[config.mk]
export PLATFORM = sky130hd
export DESIGN_NAME = ra_stack
export DESIGN_NICKNAME = d
export VERILOG_FILES = /design/src/rtl/pcs_pkg.sv /design/src/rtl/ra_stack_mem.sv /design/src/rtl/ra_stack.sv
export SDC_FILE = /design/constraint.sdc
export NUM_CORES = 1
export LEC_CHECK = 0
export ABC_AREA = 1
export CAP_MARGIN = 20
export CELL_PAD_IN_SITES_DETAIL_PLACEMENT = 1
export CELL_PAD_IN_SITES_GLOBAL_PLACEMENT = 1
export CORE_MARGIN = 2
export CORE_UTILIZATION = 45
export CTS_BUF_LIST = sky130_fd_sc_hd__clkbuf_2 sky130_fd_sc_hd__clkbuf_4 sky130_fd_sc_hd__clkbuf_8
export DETAILED_ROUTE_END_ITERATION = 7
export PLACE_DENSITY = 0.79
export SETUP_SLACK_MARGIN = 0.15
export SLEW_MARGIN = 20
export SYNTH_ARGS = -nofsm -noshare
export SYNTH_HDL_FRONTEND = slang
export SYNTH_SLANG_ARGS = --single-unit
[constraint.sdc]
create_clock -name clk -period 4.2 [get_ports clk]
set_clock_uncertainty 0.05 [all_clocks]
set_input_delay 0.84 -clock clk [delete_from_list [all_inputs] [get_ports clk]]
set_output_delay 0.84 -clock clk [all_outputs]
set_load 0.05 [all_outputs]
[src/rtl/pcs_pkg.sv]
// Shared definitions for the program counting system.
// Holds the return-address width, the stack depth and the stack operation decode.
package pcs_pkg;

  localparam int RA_WIDTH       = 16;
  localparam int RA_STACK_DEPTH = 8;

  typedef logic [RA_WIDTH-1:0] ra_t;

  typedef enum logic [1:0] {
    OP_IDLE = 2'b00,
    OP_PUSH = 2'b01,
    OP_POP  = 2'b10,
    OP_SWAP = 2'b11
  } stack_op_e;

  function automatic stack_op_e decode_op(input logic push, input logic pop);
    return stack_op_e'({pop, push});
  endfunction

endpackage

[src/rtl/ra_stack_mem.sv]
// Return-address register file: one synchronous write port, one asynchronous read port.
// Contents are not reset; the stack pointer and count decide which entries are valid.
module ra_stack_mem #(
  parameter int WIDTH = 16,
  parameter int DEPTH = 8,
  parameter int PTR_W = 3
) (
  input  logic             clk,
  input  logic             we,
  input  logic [PTR_W-1:0] waddr,
  input  logic [WIDTH-1:0] wdata,
  input  logic [PTR_W-1:0] raddr,
  output logic [WIDTH-1:0] rdata
);

  logic [WIDTH-1:0] mem_q [DEPTH];

  always_ff @(posedge clk) begin
    if (we) begin
      mem_q[waddr] <= wdata;
    end
  end

  assign rdata = mem_q[raddr];

endmodule

[src/rtl/ra_stack.sv]
// Circular hardware return-address stack with registered restore output.
// Overflow overwrites the oldest entry; both overflow and underflow are sticky.
module ra_stack
  import pcs_pkg::*;
#(
  parameter int WIDTH = RA_WIDTH,
  parameter int DEPTH = RA_STACK_DEPTH,
  parameter int PTR_W = $clog2(DEPTH)
) (
  input  logic             clk,
  input  logic             reset_n,
  input  logic             push,
  input  logic             pop,
  input  logic [WIDTH-1:0] RA_in,
  input  logic             clear_err,
  output logic [WIDTH-1:0] RArestore,
  output logic             restore,
  output logic [PTR_W:0]   count,
  output logic             empty,
  output logic             full,
  output logic             overflow,
  output logic             underflow
);

  logic [PTR_W-1:0] sp_q, sp_d;
  logic [PTR_W:0]   count_q, count_d;
  logic [WIDTH-1:0] rarestore_q, rarestore_d;
  logic             restore_q, restore_d;
  logic             overflow_q, overflow_d;
  logic             underflow_q, underflow_d;

  logic [PTR_W-1:0] top_ptr;
  logic [WIDTH-1:0] top_data;
  logic             mem_we;
  logic [PTR_W-1:0] mem_waddr;
  stack_op_e        op;

  assign op      = decode_op(push, pop);
  assign top_ptr = sp_q - PTR_W'(1);
  assign empty   = (count_q == '0);
  assign full    = (count_q == (PTR_W+1)'(DEPTH));

  // A swap on a non-empty stack replaces the top; a swap on an empty stack bypasses memory.
  assign mem_we    = push && !(pop && empty);
  assign mem_waddr = (op == OP_SWAP) ? top_ptr : sp_q;

  ra_stack_mem #(
    .WIDTH(WIDTH),
    .DEPTH(DEPTH),
    .PTR_W(PTR_W)
  ) u_mem (
    .clk  (clk),
    .we   (mem_we),
    .waddr(mem_waddr),
    .wdata(RA_in),
    .raddr(top_ptr),
    .rdata(top_data)
  );

  always_comb begin
    sp_d        = sp_q;
    count_d     = count_q;
    rarestore_d = rarestore_q;
    restore_d   = 1'b0;
    overflow_d  = overflow_q && !clear_err;
    underflow_d = underflow_q && !clear_err;
    unique case (op)
      OP_PUSH: begin
        sp_d = sp_q + PTR_W'(1);
        if (full) begin
          overflow_d = 1'b1;
        end else begin
          count_d = count_q + (PTR_W+1)'(1);
        end
      end
      OP_POP: begin
        if (empty) begin
          underflow_d = 1'b1;
        end else begin
          rarestore_d = top_data;
          restore_d   = 1'b1;
          sp_d        = top_ptr;
          count_d     = count_q - (PTR_W+1)'(1);
        end
      end
      OP_SWAP: begin
        rarestore_d = empty ? RA_in : top_data;
        restore_d   = 1'b1;
      end
      default: ;
    endcase
  end

  always_ff @(posedge clk) begin
    if (!reset_n) begin
      sp_q        <= '0;
      count_q     <= '0;
      rarestore_q <= '0;
      restore_q   <= 1'b0;
      overflow_q  <= 1'b0;
      underflow_q <= 1'b0;
    end else begin
      sp_q        <= sp_d;
      count_q     <= count_d;
      rarestore_q <= rarestore_d;
      restore_q   <= restore_d;
      overflow_q  <= overflow_d;
      underflow_q <= underflow_d;
    end
  end

  assign RArestore = rarestore_q;
  assign restore   = restore_q;
  assign count     = count_q;
  assign overflow  = overflow_q;
  assign underflow = underflow_q;

endmodule

==> impl_metrics.tcl <==
set metrics [dict create \
    status "finished clean" \
    final_util_pct 53.51 \
    rr_startpoint "sp_q[1]$_SDFFE_PN0P_" \
    clock_latency_ns 0.45 \
    syn_inst 616 \
    ff2ff_setup_slack_ns 1.48 \
    core-area_um2 13990 \
    die_y_um 124.3 \
    hold_viol_final 0 \
    period_share_pct 70.75 \
    crit_chain "nor2_1 > nand2_1 > inv_1 > nand2_1 > inv_1 > clkdlybuf4s50_1" \
    drtAntennaViolNets 0 \
    cp_slowest_cell "clkdlybuf4s50_1" \
    drv_cap 0 \
    hold_path_class "register to register" \
    routed_via_density 5.439 \
    worstPathArrival_ns 2.08 \
    setup_viol 0 \
    rows 43 \
    die_width_um 124.3 \
    vias 4656 \
    clock.fmax_mhz 336.5 \
    htree_levels 4 \
    start_util_pct 46.56 \
    drcViolationCount 0 \
    worstHoldPathCells 2 \
    hold_end "RArestore[15]$_SDFFE_PN0P_" \
    criticalPathCategory "register to output pin" \
    rr_endpoint "u_mem.mem_q[3][6]$_DFFE_PP_" \
    grt_pass1_vias 5123 \
    port_buffers 45 \
    cts_tree "done" \
    dp_hpwl_mm 10.56 \
    diodes 0 \
    ys_seq_elements 154 \
    report.final.slew_viol_count 0 \
    syn_to_final_growth_pct 14.93 \
    netlist.area_leader.share_pct 59.02 \
    clock_path_buffers 2 \
    placedCellCount 824 \
    tightestPinTransition_ns 1.015 \
    wl_mm 17.11 \
    leakagePower_nw 2.818 \
    hold_slack_ns 0.4171 \
    synth_top_cell_by_area "edfxtp_1" \
    netlist_top_cells_area "edfxtp_1 59%, nand2_1 11%, nand3_1 8.1%" \
    postSynthAreaPerCell_um2 10.57 \
    post_drt_wl_per_cell_um 19.99 \
    drive_gt1_share_pct 10.50 \
    power.density_nw_per_um2 508.6 \
    pin_count 46 \
    fin_cells 856 \
    cts.sinks 154 \
    min-delay-start "RArestore[15]$_SDFFE_PN0P_" \
    antenna_found_initial 0 \
    cp.required_ns 3.31 \
    min_period_ns 2.972 \
    drt_first_pass_iters 4 \
    globalplace.congestion 0.7345 \
    cts_hold_buf 0 \
    synth_nets 640 \
    netlist_area_um2 6512 \
    pre_cts_slack_ns 1.054 \
    clk_pin_slew_worst_paths_ns 0.08 \
    irDropWorstVdd_mv 0.2408 \
    final.setup.tns_ns 0 \
    crit_path_start_kind "register" \
    yosysUniqueCellTypes 24 \
    worstSetupEndpointType "output pin" \
    grt_pass1_wl_mm 27.42 \
    slew_headroom_pct 31.94 \
    rr_worst_depth 8 \
    seq_area_frac_synth_pct 67.01 \
    cts_repair_resize_count 0 \
    track_usage_pct 23.08 \
    cts_buffers 17 \
    critical_path.max_stage_delay_ns 0.80 \
    layout_setup_ws_ns 1.228 \
    cts_setup_buffers 0 \
    drt-initial-drc-count 316 \
    grt_overflow 0 \
    final_nets 687 \
    grt_start_max_net_pins 69 \
    cts-root-buf "clkbuf_8" \
    ys_warn_count 0 \
    die_area_um2 15450 \
    rsz0062_at_grt "no" \
    critical_path_peak_fanout 6 \
]
==> metal layers <==
layer / track usage (%) / vias to the layer above / part of all wire (%)
met5: 0 / - / 0
met4: 9.848 / 0 / 2.6
met3: 5.584 / 34 / 4.8
met2: 40.15 / 122 / 53
met1: 27.27 / 2317 / 40
li1: - / 2183 / -
==> cell usage in the layout, fill, tap and decap left out, types with 3 or more instances in the layout <==
cell / count
nand2_1: 197
edfxtp_1: 128
nand3_1: 105
clkdlybuf4s50_1: 45
nor2_1: 43
inv_1: 28
dfxtp_1: 25
clkbuf_8: 17
a21oi_1: 15
buf_4: 13
a21oi_2: 10
o21ai_0: 9
nand3_2: 9
clkinvlp_4: 6
clkinv_2: 4
clkinv_1: 3
ha_1: 3
==> report_power, final <==
part | switching (mW) | total (mW) | internal (mW)
registers | 0.0462 | 1.82 | 1.77
logic | 0.719 | 1.03 | 0.312
clock network | 0.548 | 0.959 | 0.411
==> cells by family after synthesis <==
kind of cell             after synthesis  share of synthesized area, %
AO/OA/AOI/OAI                         35                         3.304
AND/OR/NAND/NOR                      358                         23.82
buffers and inverters                 62                         4.457
adder cells (fa/ha/maj)                3                        0.5764
XOR/XNOR                               4                        0.8263
flip-flops                           154                         67.01
==> layout make-up <==
class,instances,area (µm²)
Fill cell,1544,6504
Sequential cell,154,4365
Multi-Input combinational cell,400,1858
Timing Repair Buffer,60,588.1
Clock buffer,19,249.0
Tap cell,180,225.2
Inverter,30,117.6
Clock inverter,13,81.33
==> Yosys cell counts <==
master      n
nand3_2     9
nor2_1     43
edfxtp_1  128
dfxtp_1    26
inv_1      29
nand2_2     2
a21oi_1    15
a21oi_2    10
buf_12      1
xnor2_1     1
xor2_1      2
clkbuf_1    6
ha_1        3
nand3_1   105
buf_2      16
clkbuf_2    1
xnor2_4     1
o21ai_0     9
a21o_1      1
nor2_4      2
clkinv_4    1
buf_1       4
buf_4       4
nand2_1   197
==> per-stage QoR <==
step | instance area, µm² | power (mW)
after global placement | 7154 | 2.841
final | 7485 | 3.807
after global routing | 7485 | 3.996
after detailed placement | 7154 | 2.891
after floorplan | 6513 | 2.553
after CTS | 7485 | 3.839
==> how the worst max path moves through the flow <==
stage,cells past startpoint,start,end
floorplan,10,sp_q[0]$_SDFFE_PN0P_,u_mem.mem_q[0][0]$_DFFE_PP_
global placement,8,push,u_mem.mem_q[3][8]$_DFFE_PP_
detailed placement,8,push,u_mem.mem_q[6][4]$_DFFE_PP_
CTS,6,count[0]$_SDFFE_PN0P_,full
global route,6,count[0]$_SDFFE_PN0P_,full
finish,6,count[0]$_SDFFE_PN0P_,full
==> state kept, by name, summed over array words and instances (netlist names) <==
register / cells
underflow: 1
RArestore: 16
overflow: 1
u_mem.mem_q: 128
restore: 1
count: 4
sp_q: 3
==> worst max-delay path: cells and delay by family, from the launching register on <==
kind,cells,cell delay [ns]
flip-flops,1,0.36
buffers and inverters,3,0.97
AND/OR/NAND/NOR,3,0.30
(Power assumes the default switching activity.)
==> RTL change 1: new RTL, same flow settings <==
Change the package constant `RA_WIDTH` from 16 to 12.
--- a/src/rtl/pcs_pkg.sv
+++ b/src/rtl/pcs_pkg.sv
@@ -2,7 +2,7 @@
 // Holds the return-address width, the stack depth and the stack operation decode.
 package pcs_pkg;
 
-  localparam int RA_WIDTH       = 16;
+  localparam int RA_WIDTH       = 12;
   localparam int RA_STACK_DEPTH = 8;
 
   typedef logic [RA_WIDTH-1:0] ra_t;
Ports: changed (resized RA_in and RArestore); port bits go from 46 to 38. No check against the original RTL was run, so the function may have changed too.
==> RTL change 1 against the unedited design <==
Wire length shrank 25%; final area shrank 21%; sequential share of layout area shrank 2.1 points; worst setup slack lost 0.10 ns; sequential cell count shrank 36; area after synthesis shrank 22%; worst hold slack gained 0.0059 ns; power shrank 18%; fmax shrank 3.4%; die area shrank 21%.
==> RTL change 1: results (changes against the unedited design) <==
status: "finished, final reports clean"
largest_register_ffs: 96  # -25%
yosysUniqueCellTypes: 29  # +21%
cp_slowest_stage_delay_ns: 0.58  # -0.22 ns
ir_drop_uv: 264  # +9.6%
cts_sinks: 118  # -23%
p_leak_uw: 0.00227  # -19%
internal-power_uw: 2110  # -16%
setup.worst_path.end: "u_mem.mem_q[7][3]"
grt_util_met3: 0.0511  # -0.00470
p_clk_frac: 0.290  # +0.038
synth-compound-area-share: 0.0356  # +0.00258
clkLatencyLatePin_ns: 0.43  # -0.02 ns
use_met1: 0.287  # +0.0142
grt_max_degree: 53  # -23%
multi_input_cells: 320  # -20%
use_met2: 0.388  # -0.0132
cp.arrival_ns: 3.16  # +1.08 ns
nFillCells: 1210  # -22%
n_all_inverters: 28  # -6.7%
synth_xor_area_frac: 0.00835  # +0.0000925
synth_edf_count: 96  # -25%
port_buffers: 37  # -18%
hpwlAfterDp_um: 8500  # -19%
grt_pass1_wl_um: 20000  # -27%
grt.total_usage: 0.231  # about the same
multi_input_area_um2: 1510  # -19%
synth.area.top_cells: "edfxtp_1, nand2_1, dfxtp_1, nand3_1, nor2_1"
dp_slack_ns: 0.794  # -0.260 ns
min-delay-start: "underflow"
## RTL change 1: critical path, delay by kind of cell, from the launching register on
kind | cells | cell delay [ns]
fa+ha+maj | 1 | 0.28
compound gates | 1 | 0.28
flops | 1 | 0.36
simple gates | 2 | 0.66
buf+inv | 5 | 1.16
## RTL change 1: stage by stage
| step | hold WS, ns | power [µW] | utilization | std cells | cell area [µm²] |
|---|---|---|---|---|---|
| after floorplan | 0.406 | 1980 | - | 489 | 5090 |
| after global placement | 0.405 | 2210 | 0.508 | 653 | 5560 |
| after detailed placement | 0.411 | 2240 | 0.508 | 653 | 5560 |
| after CTS | 0.423 | 3150 | 0.540 | 684 | 5900 |
| after global routing | 0.437 | 3280 | 0.540 | 684 | 5910 |
| final | 0.423 | 3120 | 0.540 | 684 | 5910 |
==> RTL change 2: new RTL, same settings <==
Made on the original files. Register the output `underflow` once more, with the module's reset; this adds one clock of latency there. The other outputs are not delayed to match.
--- a/src/rtl/ra_stack.sv
+++ b/src/rtl/ra_stack.sv
@@ -113,7 +113,13 @@
   assign restore   = restore_q;
   assign count     = count_q;
   assign overflow  = overflow_q;
-  assign underflow = underflow_q;
+  always_ff @(posedge clk) begin
+    if (!reset_n) begin
+      underflow <= '0;
+    end else begin
+      underflow <= underflow_q;
+    end
+  end
 
 endmodule
 
Behaviour: not the same (a bounded check fails within 4 cycles, from zero or initial values and one cycle with reset_n low).
==> RTL change 2 against the unedited design <==
First-iteration DRC count rose by 28%; final cell count is 0.47% higher; area after synthesis is 0.83% higher; final area is 0.35% lower; power is 3.9% lower; wire length fell by 1.8%; core utilization shrank 1.6 points; sequential cell count up 1; critical path depth is the same; highest routed layer unchanged; worst setup slack improved by 0.018 ns.
==> RTL change 2: results (changes against the unedited design) <==
status: "finished, final reports clean"
r2r_slack_ns: 1.50  # +0.02 ns
port_buffers: 45  # unchanged
synth_fa_ha_area_frac: 0.00572  # -0.0000472
htreeDepth: 4  # unchanged
seq_area_frac_synth: 0.668  # -0.00244
min-delay-start: "underflow_q"
p_leak_uw: 0.00283  # +0.39%
drtIter0Drc: 404  # +28%
drt-met1-wl_um: 7410  # +8.9%
areaGrowthSynthToFinish_pct: 13.6
rr_endpoint: "u_mem.mem_q[1][15]"
dp_slack_ns: 0.744  # -0.310 ns
grt_pass1_vias: 4805  # -6.2%
slew_headroom: 0.392  # +0.0728
place_area_um2: 7110  # -0.63%
viasPerCell: 5.41  # -0.49%
hold_slack_ns: 0.395  # -0.0222 ns
synthCells: 619  # +0.49%
grt_util_met3: 0.0498  # -0.00601
dr_wl_met2_um: 8130  # -10%
p_clk_frac: 0.274  # +0.022
synth_xor_area_frac: 0.00400  # -0.00426
synth-compound-area-share: 0.0318  # -0.00122
use_met1: 0.307  # +0.0347
wl_met3_um: 1050  # +29%
cts_buffer_depth: 2  # unchanged
avgRoutedWirePerCell_um: 19.5  # -2.2%
period_minus_slack_ns: 2.95  # -0.0185 ns
final_layout_size_suffix_gt1_frac: 0.104  # -0.00148
use_met2: 0.360  # -0.0415
power_uw: 3660  # -3.9%
internal-power_uw: 2470  # -0.79%
yosysUniqueCellTypes: 26  # +8.3%
synth_common_cells: "nand2_1, edfxtp_1, nand3_1"
hpwlAfterDp_um: 10900  # +3.6%
gp_congestion: 0.838  # +14%
grt.total_usage: 0.225  # -0.00581
critPathMaxFanout: 5  # -1
place_inst: 828  # +0.49%
vias: 4655  # -0.021%
rr_worst_depth: 9  # +1
grt_pass1_wl_um: 26500  # -3.5%
synth_nets: 643  # +0.47%
whs_endpoint: "underflow"
ys_warn_count: 0  # unchanged
first_pass_iters: 5  # +1
-- RTL change 2: changes by cell type after synthesis, moves of 2 or more --
cell and delta:
nor2_1 +2, buf_6 +7, buf_2 -7, o21ai_1 +5
o21ai_0 -5, nand2_4 +5, inv_2 +5, nand3_2 -9
inv_1 -4, nand3_1 +9, buf_4 +5, nand2_1 -6
buf_1 -3, nor2_4 -2
-- RTL change 2: cell type report --
class / count / area share
Sequential cell: 155 / 0.588
Inverter: 31 / 0.0156
Multi-Input combinational cell: 401 / 0.246
Timing Repair Buffer: 57 / 0.0725
Clock buffer: 22 / 0.0381
Clock inverter: 10 / 0.00872
Tap cell: 184 / 0.0309
-- RTL change 2: worst max-delay path by stage --
| stage | start | endpoint |
|---|---|---|
| after floorplan | sp_q[0] | u_mem.mem_q[0][0] |
| after global placement | pop | u_mem.mem_q[0][1] |
| after detailed placement | pop | u_mem.mem_q[1][3] |
| after CTS | count[2] | full |
| after global routing | pop | u_mem.mem_q[0][4] |
| final | count[2] | full |
